## config.mk

```make
export PLATFORM = sky130hd
export DESIGN_NAME = adder_axil_sequencer
export DESIGN_NICKNAME = d
export VERILOG_FILES = /design/src/rtl/adder_axil_sequencer.sv
export SDC_FILE = /design/constraint.sdc
export NUM_CORES = 1
export LEC_CHECK = 0
export ABC_AREA = 1
export CELL_PAD_IN_SITES_DETAIL_PLACEMENT = 0
export CELL_PAD_IN_SITES_GLOBAL_PLACEMENT = 1
export CORE_UTILIZATION = 28
export DETAILED_ROUTE_END_ITERATION = 8
export GPL_ROUTABILITY_DRIVEN = 0
export HOLD_SLACK_MARGIN = 0.03
export PLACE_DENSITY_LB_ADDON = 0.1
export SYNTH_ARGS = -nofsm -noshare
export SYNTH_HDL_FRONTEND = slang
export SYNTH_SLANG_ARGS = --single-unit
```

## constraint.sdc

```tcl
create_clock -name m_axi_aclk -period 8.4 [get_ports m_axi_aclk]
set_clock_uncertainty 0.2 [all_clocks]
set_input_delay 1.68 -clock m_axi_aclk [delete_from_list [all_inputs] [get_ports m_axi_aclk]]
set_output_delay 1.68 -clock m_axi_aclk [all_outputs]
set_load 0.01 [all_outputs]
```

## src/rtl/adder_axil_sequencer.sv

```systemverilog
// AXI4-Lite master running one add/sub job on the adder slave: write r0, r1, ctrl; poll status; read r2.
// Latency ~10 cycles with a zero-wait slave; one AXI transaction outstanding at a time; response held until rsp_ready.
module adder_axil_sequencer #(
  parameter int C_M_AXI_ADDR_WIDTH = 5,
  parameter int C_M_AXI_DATA_WIDTH = 32,
  parameter int POLL_GAP           = 4,
  parameter int POLL_LIMIT         = 1024
) (
  input  logic                              m_axi_aclk,
  input  logic                              m_axi_areset,
  input  logic                              cmd_valid,
  output logic                              cmd_ready,
  input  logic                              cmd_op,
  input  logic [C_M_AXI_DATA_WIDTH-1:0]     cmd_a,
  input  logic [C_M_AXI_DATA_WIDTH-1:0]     cmd_b,
  output logic                              rsp_valid,
  input  logic                              rsp_ready,
  output logic [C_M_AXI_DATA_WIDTH-1:0]     rsp_data,
  output logic [1:0]                        rsp_err,
  output logic [C_M_AXI_ADDR_WIDTH-1:0]     m_axi_awaddr,
  output logic [2:0]                        m_axi_awprot,
  output logic                              m_axi_awvalid,
  input  logic                              m_axi_awready,
  output logic [C_M_AXI_DATA_WIDTH-1:0]     m_axi_wdata,
  output logic [C_M_AXI_DATA_WIDTH/8-1:0]   m_axi_wstrb,
  output logic                              m_axi_wvalid,
  input  logic                              m_axi_wready,
  input  logic [1:0]                        m_axi_bresp,
  input  logic                              m_axi_bvalid,
  output logic                              m_axi_bready,
  output logic [C_M_AXI_ADDR_WIDTH-1:0]     m_axi_araddr,
  output logic [2:0]                        m_axi_arprot,
  output logic                              m_axi_arvalid,
  input  logic                              m_axi_arready,
  input  logic [C_M_AXI_DATA_WIDTH-1:0]     m_axi_rdata,
  input  logic [1:0]                        m_axi_rresp,
  input  logic                              m_axi_rvalid,
  output logic                              m_axi_rready
);
  localparam int AW = C_M_AXI_ADDR_WIDTH;
  localparam int DW = C_M_AXI_DATA_WIDTH;
  localparam int GW = (POLL_GAP > 1) ? $clog2(POLL_GAP) : 1;
  localparam int PW = $clog2(POLL_LIMIT + 1);
  localparam int DONE_BIT = 31;

  localparam logic [2:0] S_IDLE      = 3'd0;
  localparam logic [2:0] S_WR_A      = 3'd1;
  localparam logic [2:0] S_WR_B      = 3'd2;
  localparam logic [2:0] S_WR_CTRL   = 3'd3;
  localparam logic [2:0] S_RD_STAT   = 3'd4;
  localparam logic [2:0] S_POLL_WAIT = 3'd5;
  localparam logic [2:0] S_RD_RES    = 3'd6;
  localparam logic [2:0] S_RESP      = 3'd7;

  localparam logic [AW-1:0] ADDR_R0   = AW'(8'h00);
  localparam logic [AW-1:0] ADDR_R1   = AW'(8'h04);
  localparam logic [AW-1:0] ADDR_R2   = AW'(8'h08);
  localparam logic [AW-1:0] ADDR_CTRL = AW'(8'h0C);

  localparam logic [1:0] ERR_OK   = 2'b00;
  localparam logic [1:0] ERR_RESP = 2'b01;
  localparam logic [1:0] ERR_TOUT = 2'b10;

  logic [2:0]    r_state;
  logic [DW-1:0] r_b;
  logic          r_op;
  logic [PW-1:0] r_poll_cnt;
  logic [GW-1:0] r_gap_cnt;
  logic [AW-1:0] r_awaddr;
  logic [DW-1:0] r_wdata;
  logic          r_awvalid;
  logic          r_wvalid;
  logic          r_bready;
  logic [AW-1:0] r_araddr;
  logic          r_arvalid;
  logic          r_rready;
  logic          r_rsp_valid;
  logic [DW-1:0] r_rsp_data;
  logic [1:0]    r_rsp_err;
  logic [PW-1:0] w_poll_next;

  assign w_poll_next   = r_poll_cnt + PW'(1);
  assign cmd_ready     = (r_state == S_IDLE);
  assign rsp_valid     = r_rsp_valid;
  assign rsp_data      = r_rsp_data;
  assign rsp_err       = r_rsp_err;
  assign m_axi_awaddr  = r_awaddr;
  assign m_axi_awprot  = 3'b000;
  assign m_axi_awvalid = r_awvalid;
  assign m_axi_wdata   = r_wdata;
  assign m_axi_wstrb   = '1;
  assign m_axi_wvalid  = r_wvalid;
  assign m_axi_bready  = r_bready;
  assign m_axi_araddr  = r_araddr;
  assign m_axi_arprot  = 3'b000;
  assign m_axi_arvalid = r_arvalid;
  assign m_axi_rready  = r_rready;

  always_ff @(posedge m_axi_aclk or posedge m_axi_areset) begin
    if (m_axi_areset) begin
      r_state     <= S_IDLE;
      r_b         <= '0;
      r_op        <= 1'b0;
      r_poll_cnt  <= '0;
      r_gap_cnt   <= '0;
      r_awaddr    <= '0;
      r_wdata     <= '0;
      r_awvalid   <= 1'b0;
      r_wvalid    <= 1'b0;
      r_bready    <= 1'b0;
      r_araddr    <= '0;
      r_arvalid   <= 1'b0;
      r_rready    <= 1'b0;
      r_rsp_valid <= 1'b0;
      r_rsp_data  <= '0;
      r_rsp_err   <= ERR_OK;
    end else begin
      case (r_state)
        S_IDLE: begin
          if (cmd_valid) begin
            r_b        <= cmd_b;
            r_op       <= cmd_op;
            r_poll_cnt <= '0;
            r_awaddr   <= ADDR_R0;
            r_wdata    <= cmd_a;
            r_awvalid  <= 1'b1;
            r_wvalid   <= 1'b1;
            r_bready   <= 1'b1;
            r_state    <= S_WR_A;
          end
        end
        S_WR_A, S_WR_B, S_WR_CTRL: begin
          if (r_awvalid && m_axi_awready) r_awvalid <= 1'b0;
          if (r_wvalid && m_axi_wready)   r_wvalid  <= 1'b0;
          if (r_bready && m_axi_bvalid) begin
            r_bready <= 1'b0;
            if (m_axi_bresp != 2'b00) begin
              r_rsp_err   <= ERR_RESP;
              r_rsp_data  <= '0;
              r_rsp_valid <= 1'b1;
              r_state     <= S_RESP;
            end else if (r_state == S_WR_A) begin
              r_awaddr  <= ADDR_R1;
              r_wdata   <= r_b;
              r_awvalid <= 1'b1;
              r_wvalid  <= 1'b1;
              r_bready  <= 1'b1;
              r_state   <= S_WR_B;
            end else if (r_state == S_WR_B) begin
              r_awaddr  <= ADDR_CTRL;
              r_wdata   <= {{(DW-2){1'b0}}, r_op, 1'b1};
              r_awvalid <= 1'b1;
              r_wvalid  <= 1'b1;
              r_bready  <= 1'b1;
              r_state   <= S_WR_CTRL;
            end else begin
              r_araddr  <= ADDR_CTRL;
              r_arvalid <= 1'b1;
              r_rready  <= 1'b1;
              r_state   <= S_RD_STAT;
            end
          end
        end
        S_RD_STAT, S_RD_RES: begin
          if (r_arvalid && m_axi_arready) r_arvalid <= 1'b0;
          if (r_rready && m_axi_rvalid) begin
            r_rready <= 1'b0;
            if (m_axi_rresp != 2'b00) begin
              r_rsp_err   <= ERR_RESP;
              r_rsp_data  <= '0;
              r_rsp_valid <= 1'b1;
              r_state     <= S_RESP;
            end else if (r_state == S_RD_RES) begin
              r_rsp_err   <= ERR_OK;
              r_rsp_data  <= m_axi_rdata;
              r_rsp_valid <= 1'b1;
              r_state     <= S_RESP;
            end else if (m_axi_rdata[DONE_BIT]) begin
              r_araddr  <= ADDR_R2;
              r_arvalid <= 1'b1;
              r_rready  <= 1'b1;
              r_state   <= S_RD_RES;
            end else begin
              r_poll_cnt <= w_poll_next;
              if (w_poll_next == PW'(POLL_LIMIT)) begin
                r_rsp_err   <= ERR_TOUT;
                r_rsp_data  <= '0;
                r_rsp_valid <= 1'b1;
                r_state     <= S_RESP;
              end else if (POLL_GAP == 0) begin
                r_arvalid <= 1'b1;
                r_rready  <= 1'b1;
              end else begin
                r_gap_cnt <= '0;
                r_state   <= S_POLL_WAIT;
              end
            end
          end
        end
        S_POLL_WAIT: begin
          // r_araddr still points at ctrl/status from the previous poll
          if (r_gap_cnt == GW'(POLL_GAP - 1)) begin
            r_arvalid <= 1'b1;
            r_rready  <= 1'b1;
            r_state   <= S_RD_STAT;
          end else begin
            r_gap_cnt <= r_gap_cnt + GW'(1);
          end
        end
        default: begin
          if (rsp_ready) begin
            r_rsp_valid <= 1'b0;
            r_state     <= S_IDLE;
          end
        end
      endcase
    end
  end
endmodule
```

# Word-level counts from Yosys, hierarchy flattened
# Cells that the tools add are included.
# word_totals
reg_bits	131
input_bits	110
# op_classes
add_sub_neg	2
eq_ne	25
mux	106
bitwise_logic	1
reduce_logical	30
# op_table
operator	count
32-bit 2-to-1 mux	12
32-bit case mux with 2 select lines	2
5-bit 2-to-1 mux	13
11-bit 2-to-1 mux	5
1-bit 2-to-1 mux	37
2-bit 2-to-1 mux	17
2-bit != test (second input constant)	14
3-bit 2-to-1 mux	8
11-bit case mux with 2 select lines	1
7-bit AND reduction	3
5-bit case mux with 2 select lines	2
6-bit AND reduction	3
3-bit case mux with 4 select lines	1
2-bit nonzero test	6
11-bit by 1-bit adder with 11-bit output (second input constant)	1
11-bit == test (second input constant)	1
5-bit AND reduction	2
3-bit == test (second input constant)	3
1-bit case mux with 3 select lines	3
9-bit AND reduction	1
4-bit != test (second input constant)	2
2-bit case mux with 2 select lines	2
3-bit by 2-bit == test with 1-bit output (second input constant)	2
1-bit case mux with 2 select lines	3
13 further kinds	20

# Longest topological paths before layout
# Gate-level depths: netlist of run 1.
# depth
ltp_word	8
mapped_depth	14
mapped_depth_nobuf	13

# Worst setup path after synthesis of run 1
# No wires, ideal clock.
# synth_path
path_type	input port to flip-flop
from	input m_axi_rresp[1]
to	register r_rsp_valid (netlist: rsp_valid)
arrival_time_ps	2783
t_required_ps	8083
path_slack_ps	5300
cell_stages	9
path_buffers	1
path_cell_list	nor2_1 -> inv_1 -> nor2_1 -> nand2_1 -> nand2_1 -> nor2_4 -> nand3_4 -> buf_6 -> nand2_1
# synth_via
elab_chain_cells	4
word_cells_on_any_way	7
classes_between	eq/ne: 2; mux: 3; reduce/logical: 2
# synth_lines
element	line	rtl
from (decl)	36	input logic [1:0] m_axi_rresp,
2-bit nonzero test (*)	168	if (m_axi_rresp != 2'b00) begin
1-bit 2-to-1 mux	168	
1-bit 2-to-1 mux	166	if (r_rready && m_axi_rvalid) begin
1-bit case mux with 3 select lines	118	case (r_state)
to (signal assigned)	114	r_rsp_valid <= 1'b0;
to (signal assigned)	171	r_rsp_valid <= 1'b1;
to (signal assigned)	176	r_rsp_valid <= 1'b1;
to (decl)	77	logic r_rsp_valid;
# Every way passes the cells marked *; elsewhere a longest branch is shown, timed or not. The select of a mux whose other input is x is not followed.
# A chain may end at the register's enable or synchronous reset.

# Worst setup path in the final report of run 1
# layout_path
from	register r_state[2]
to	output cmd_ready
# layout_via
elab_chain_cells	1
# layout_lines
element	line	rtl
from (decl)	64	logic [2:0] r_state;
from (signal assigned)	101	r_state <= S_IDLE;
from (signal assigned)	129	r_state <= S_WR_A;
from (signal assigned)	141	r_state <= S_RESP;
3-bit zero test	83	assign cmd_ready = (r_state == S_IDLE);
to (decl)	12	output logic cmd_ready,
# No other way between the ends.

==> impl_metrics.env, run 1 <==
export IMPL_dieArea_mm2=0.0226
export IMPL_setup_tns_ns=0
export IMPL_hold_class="reg -> reg"
export IMPL_async_reset_ff_share_pct=100
export IMPL_grt_pass1_wl_um=28500
export IMPL_fin_cells=1255
export IMPL_fmax_ghz=0.247
export IMPL_cts_root_buf="clkbuf_16"
export IMPL_post_route_util_pct=40.8
export IMPL_multiInputGateArea_mm2=0.00244
export IMPL_wl_met2_um=7880
export IMPL_yosysWarnings=0
export IMPL_vias=5479
export IMPL_grt_pass1_vias=5320
export IMPL_grt_ovfl_total=0
export IMPL_maxSlewHeadroom_pct=24.5
export IMPL_cp_max_fo=11
export IMPL_hpwlAfterDp_um=12200
export IMPL_via_per_inst=4.37
export IMPL_worst_pin_slew_ns=1.13
export IMPL_startpoint_type="flop"
export IMPL_fill_cells=2239
export IMPL_cts_htree_levels=4
export IMPL_grt_antenna_before_repair=1
export IMPL_critical_path_required_ns=6.52
export IMPL_first_pass_iters=5
export IMPL_peakVddDrop_v=0.000129
export IMPL_rows=53
export IMPL_regArea_mm2=0.00313
export IMPL_synth_edf_count=0
export IMPL_drive_above_1_share_pct=6.02
export IMPL_io_buffers=186
export IMPL_ant_nets=0
export IMPL_seq_area_frac_synth_pct=50.8
export IMPL_io_pins=203
export IMPL_top_layer="met4"
export IMPL_avgSynthCellArea_um2=7.71
export IMPL_slew_viol_final=0
export IMPL_cts_resized_gates=0
export IMPL_rsz0062_at_grt="false"
export IMPL_hold_violations=0
export IMPL_final_setup_viol_count=0
export IMPL_synth_commonest_cells="259 x nand2_1, 125 x dfrtp_1, 86 x nor2_1"
export IMPL_power_uw=1370
export IMPL_cts_buffers=17
export IMPL_start_util_pct=28.9
export IMPL_period_needed_ns=4.04
export IMPL_drtIter0Drc=199
export IMPL_grtUsageTotal_pct=16.5
export IMPL_grt_max_degree=75
export IMPL_cts_setup_buffers=0
export IMPL_insertion_delay_ns=0.42
export IMPL_num_nets_final=1080
export IMPL_syn_area_mm2=0.00616
export IMPL_yosysTopAreaCell="dfrtp_1"
export IMPL_powerDensity_mw_per_mm2=157
export IMPL_yosysUniqueCellTypes=34
export IMPL_synth_top_area_share_pct=50.8
export IMPL_synth_most_common_cell="nand2_1"
export IMPL_core_area_mm2=0.0213
export IMPL_leakagePower_uw=0.00438
export IMPL_netlist_instances=798
export IMPL_cts_tree="built"
export IMPL_die_w_um=150
export IMPL_wl_per_cell_um=14.2
export IMPL_placed_cells=1224
export IMPL_drc_errors=0
export IMPL_synth_area_leaders="dfrtp_1 51%, nand2_1 16%, nor2_1 5.2%"
export IMPL_hold_buffers=0
export IMPL_antennaDiodeCount=0
export IMPL_status="finished clean"
export IMPL_whs_ns=0.266
export IMPL_totalWireLength_um=17800
export IMPL_cp_end_kind="primary output"
export IMPL_wl_met3_um=1560
export IMPL_path_class="reg -> out"
export IMPL_ys_seq_elements=125
export IMPL_area_growth_pct=41.2
export IMPL_clkTransAtPathRegs_ns=0.06
export IMPL_wl_met1_um=8080
export IMPL_arrival_ns=2.16
export IMPL_max_cap_violations=0
export IMPL_cts_buffer_depth=2
export IMPL_ys_flop_type="dfrtp_1"
export IMPL_cts_sinks=125
export IMPL_die_h_um=150
export IMPL_period_share_pct=48.1
area by class of cell:
class,instances,area share [%]
Clock inverter,13,1.38
Timing Repair Buffer,190,21.8
Multi-Input combinational cell,543,28.0
Sequential cell,125,36.0
Inverter,91,3.96
Clock buffer,18,4.94
Tap cell,275,3.96
worst max-delay path, stage by stage (launching register included):
cell	delay, ns
dfrtp_1	0.46
inv_1	0.37
nand2_1	0.23
inv_1	0.14
clkdlybuf4s50_1	0.54
cells by family (layout without fill, tap and decap cells):
group                      Yosys count  count (layout)  share of synthesized area (%)
buffers and inverters              144             312                           10.5
and+or+nand+nor                    426             426                           29.3
AOI/OAI and AO/OA                   95              95                           8.17
adders and majority gates            2               2                          0.406
DFF                                125             125                           50.8
muxes                                4               4                          0.711
other                                2              16                          0.122
state kept, by name, summed over array words and instances, names as in the netlist, 2 cells and up:
register	cells
r_poll_cnt	11
m_axi_araddr	2
r_gap_cnt	2
m_axi_wdata	32
m_axi_awaddr	2
r_b	32
rsp_err	2
r_state	3
rsp_data	32
layout by cell type (no fill, tap or decap), drive strengths merged:
| cell type | count |
|---|---|
| conb | 16 |
| o21ai | 48 |
| nand4 | 37 |
| clkinvlp | 3 |
| o311ai | 1 |
| nor3b | 1 |
| nand2 | 263 |
| o31ai | 1 |
| inv | 92 |
| o22ai | 6 |
| a31oi | 2 |
| o21bai | 1 |
| clkinv | 8 |
| o21a | 2 |
| mux2i | 1 |
| buf | 4 |
| a21oi | 34 |
| mux2 | 3 |
| clkdlybuf4s50 | 186 |
| dfrtp | 125 |
| nor2 | 90 |
| nor3 | 2 |
| nand3 | 29 |
| or2 | 4 |
| ha | 2 |
| bufinv | 1 |
| clkbuf | 18 |
per-stage QoR:
stage | worst slack, ns | cell area (µm²)
5_1_grt | 4.21 | 8690
3_3_place_gp | 4.06 | 8150
2_1_floorplan | 3.19 | 6210
4_1_cts | 4.32 | 8690
3_5_place_dp | 4.03 | 8150
6_report | 4.36 | 8690
layer usage:
layer | GRT usage [%] | vias to the layer above
li1 | - | 2823
met1 | 21.5 | 2472
met2 | 24.6 | 166
met3 | 6.79 | 18
met4 | 5.40 | 0
met5 | 0 | -
power breakdown:
group          switching (µW)  leakage [µW]  internal (µW)
Sequential                  0       0.00154            602
Combinational            31.2       0.00257           46.8
Clock                     281      0.000262            405
Total                     312       0.00438           1050
final timing paths:
path,start,endpoint,slack (ns),cells past startpoint
max,r_state[2],cmd_ready,4.36,4
min,m_axi_wdata[19],m_axi_wdata[19],0.27,2
max reg2reg,r_state[2],rsp_data[15],4.92,10
min reg2reg,m_axi_wdata[19],m_axi_wdata[19],0.27,2
max in group asynchronous,m_axi_areset,r_gap_cnt[0],5.04,3
min in group asynchronous,m_axi_areset,r_b[24],1.50,2
Note: power is estimated with default switching activity, not from simulation.
==> run 2, diff against run 1 <==
Clock period 8.4 ns to 3.95 ns, I/O delays scaled along.
==> impl_metrics.env, run 2 (synthesis gave the netlist of run 1 again) <==
export IMPL_final_common_cell="nand2_1"
export IMPL_maxSlewHeadroom_pct=41.5
export IMPL_via_per_inst=4.34
export IMPL_grt_pass1_wl_um=29200
export IMPL_critical_path_required_ns=4.04
export IMPL_insertion_delay_ns=0.41
export IMPL_cts_buffers=17
export IMPL_leakagePower_uw=0.00445
export IMPL_hold_class="reg -> reg"
export IMPL_path_class="reg -> reg"
export IMPL_period_share_pct=80.1
export IMPL_cts_buffer_depth=2
export IMPL_peakVddDrop_v=0.000239
export IMPL_final_cell_mix="258 x nand2_1, 186 x clkdlybuf4s50_1, 125 x dfrtp_1"
export IMPL_endpoint="rsp_data[25]"
export IMPL_rrSetupSlack_ns=0.79
export IMPL_grt_antenna_before_repair=0
export IMPL_wl_per_cell_um=14.2
export IMPL_first_pass_iters=4
export IMPL_status="finished clean"
export IMPL_fmax_ghz=0.316
export IMPL_r2r_cells=10
export IMPL_max_stage_delay_ns=0.69
export IMPL_cts_setup_buffers=0
export IMPL_io_buffers=186
export IMPL_period_needed_ns=3.16
export IMPL_cts_root_buf="clkbuf_16"
export IMPL_hpwlAfterDp_um=12400
export IMPL_cts_sinks=125
export IMPL_antennaDiodeCount=0
export IMPL_crit_family="simple AND/OR/NAND/NOR gates"
export IMPL_grt_max_degree=57
export IMPL_startpoint_type="flop"
export IMPL_hold_buffers=0
export IMPL_die_h_um=150
export IMPL_crit_buf_inv=1
export IMPL_whs_ns=0.268
export IMPL_core_area_mm2=0.0213
export IMPL_hold_violations=0
export IMPL_ant_nets=0
export IMPL_io_pins=203
export IMPL_drtIter0Drc=254
export IMPL_cts_htree_levels=4
export IMPL_cts_resized_gates=0
export IMPL_reg2reg_to="rsp_data[25]"
export IMPL_arrival_ns=3.26
export IMPL_powerDensity_mw_per_mm2=353
export IMPL_totalWireLength_um=17900
export IMPL_cp_common_cell="nand2_1"
export IMPL_drc_errors=0
export IMPL_hold_start="m_axi_wdata[28]"
export IMPL_dieArea_mm2=0.0226
export IMPL_slew_viol_final=0
export IMPL_cp_cell_sequence="nor2_2, nand2_1, nand2_1, nor2_1, inv_2, nand2_1, nor2_4, nand3_4, nand2_1, nand2_1"
export IMPL_worst_pin_slew_ns=0.876
export IMPL_grt_pass1_vias=5500
export IMPL_startpoint="r_state[1]"
export IMPL_cp_end_kind="flop"
export IMPL_slowest_stage="nor2_4"
export IMPL_die_w_um=150
export IMPL_num_nets_final=1086
export IMPL_clkTransAtPathRegs_ns=0.06
export IMPL_final_setup_viol_count=0
export IMPL_drive_above_1_share_pct=6.69
export IMPL_vias=5479
export IMPL_setup_tns_ns=0
export IMPL_grt_ovfl_total=0
export IMPL_cts_tree="built"
export IMPL_area_growth_pct=43.7
export IMPL_start_util_pct=28.9
export IMPL_rsz0062_at_grt="false"
export IMPL_crit_cells=10
export IMPL_cp_max_fo=35
export IMPL_r2r_start="r_state[1]"
export IMPL_max_cap_violations=0
export IMPL_rows=53
export IMPL_grtUsageTotal_pct=16.8
[run 2: worst min-delay path, cell delays in order, from the launching register on]
cell	delay [ns]
dfrtp_1	0.34
nand2_1	0.05
nand2_1	0.04
[run 2: area by class of cell]
type | count | area (µm²)
clock buffers | 18 | 439
multi-input cells | 543 | 2440
flip-flops and latches | 125 | 3130
well taps | 275 | 344
inverters | 91 | 345
repair buffers | 196 | 1960
clock inverters | 13 | 190
fillers | 2210 | 12400
[run 2: worst min path at each step]
stage | endpoint | cells past startpoint
after floorplan | r_gap_cnt[1] | 2
after global placement | m_axi_awaddr[2] | 2
after global routing | m_axi_wdata[22] | 2
final | m_axi_wdata[28] | 2
after CTS | m_axi_awaddr[2] | 2
after detailed placement | rsp_data[5] | 2
[run 2: metrics by stage]
stage	setup WS (ns)	total power (µW)	util, %	cells	instance area, µm²
finish	0.785	3120	41.6	1261	8850
floorplan	1.42	1360	-	812	6210
global route	0.434	3240	41.6	1261	8850
CTS	0.732	3170	41.6	1261	8850
detailed placement	0.452	1480	38.6	1230	8220
global placement	0.474	1480	38.6	1230	8220
[run 2: per-layer routing]
metal	vias up	GRT usage, %	part of all wire, %
met5	-	0	0
met4	0	5.81	1.4
met3	13	5.64	7.5
met2	158	25.9	44
met1	2465	21.8	47
li1	2843	-	-
[run 2: power by group]
group	internal [µW]	switching, µW
registers	1280	0
clock network	1070	597
logic	103	65.9
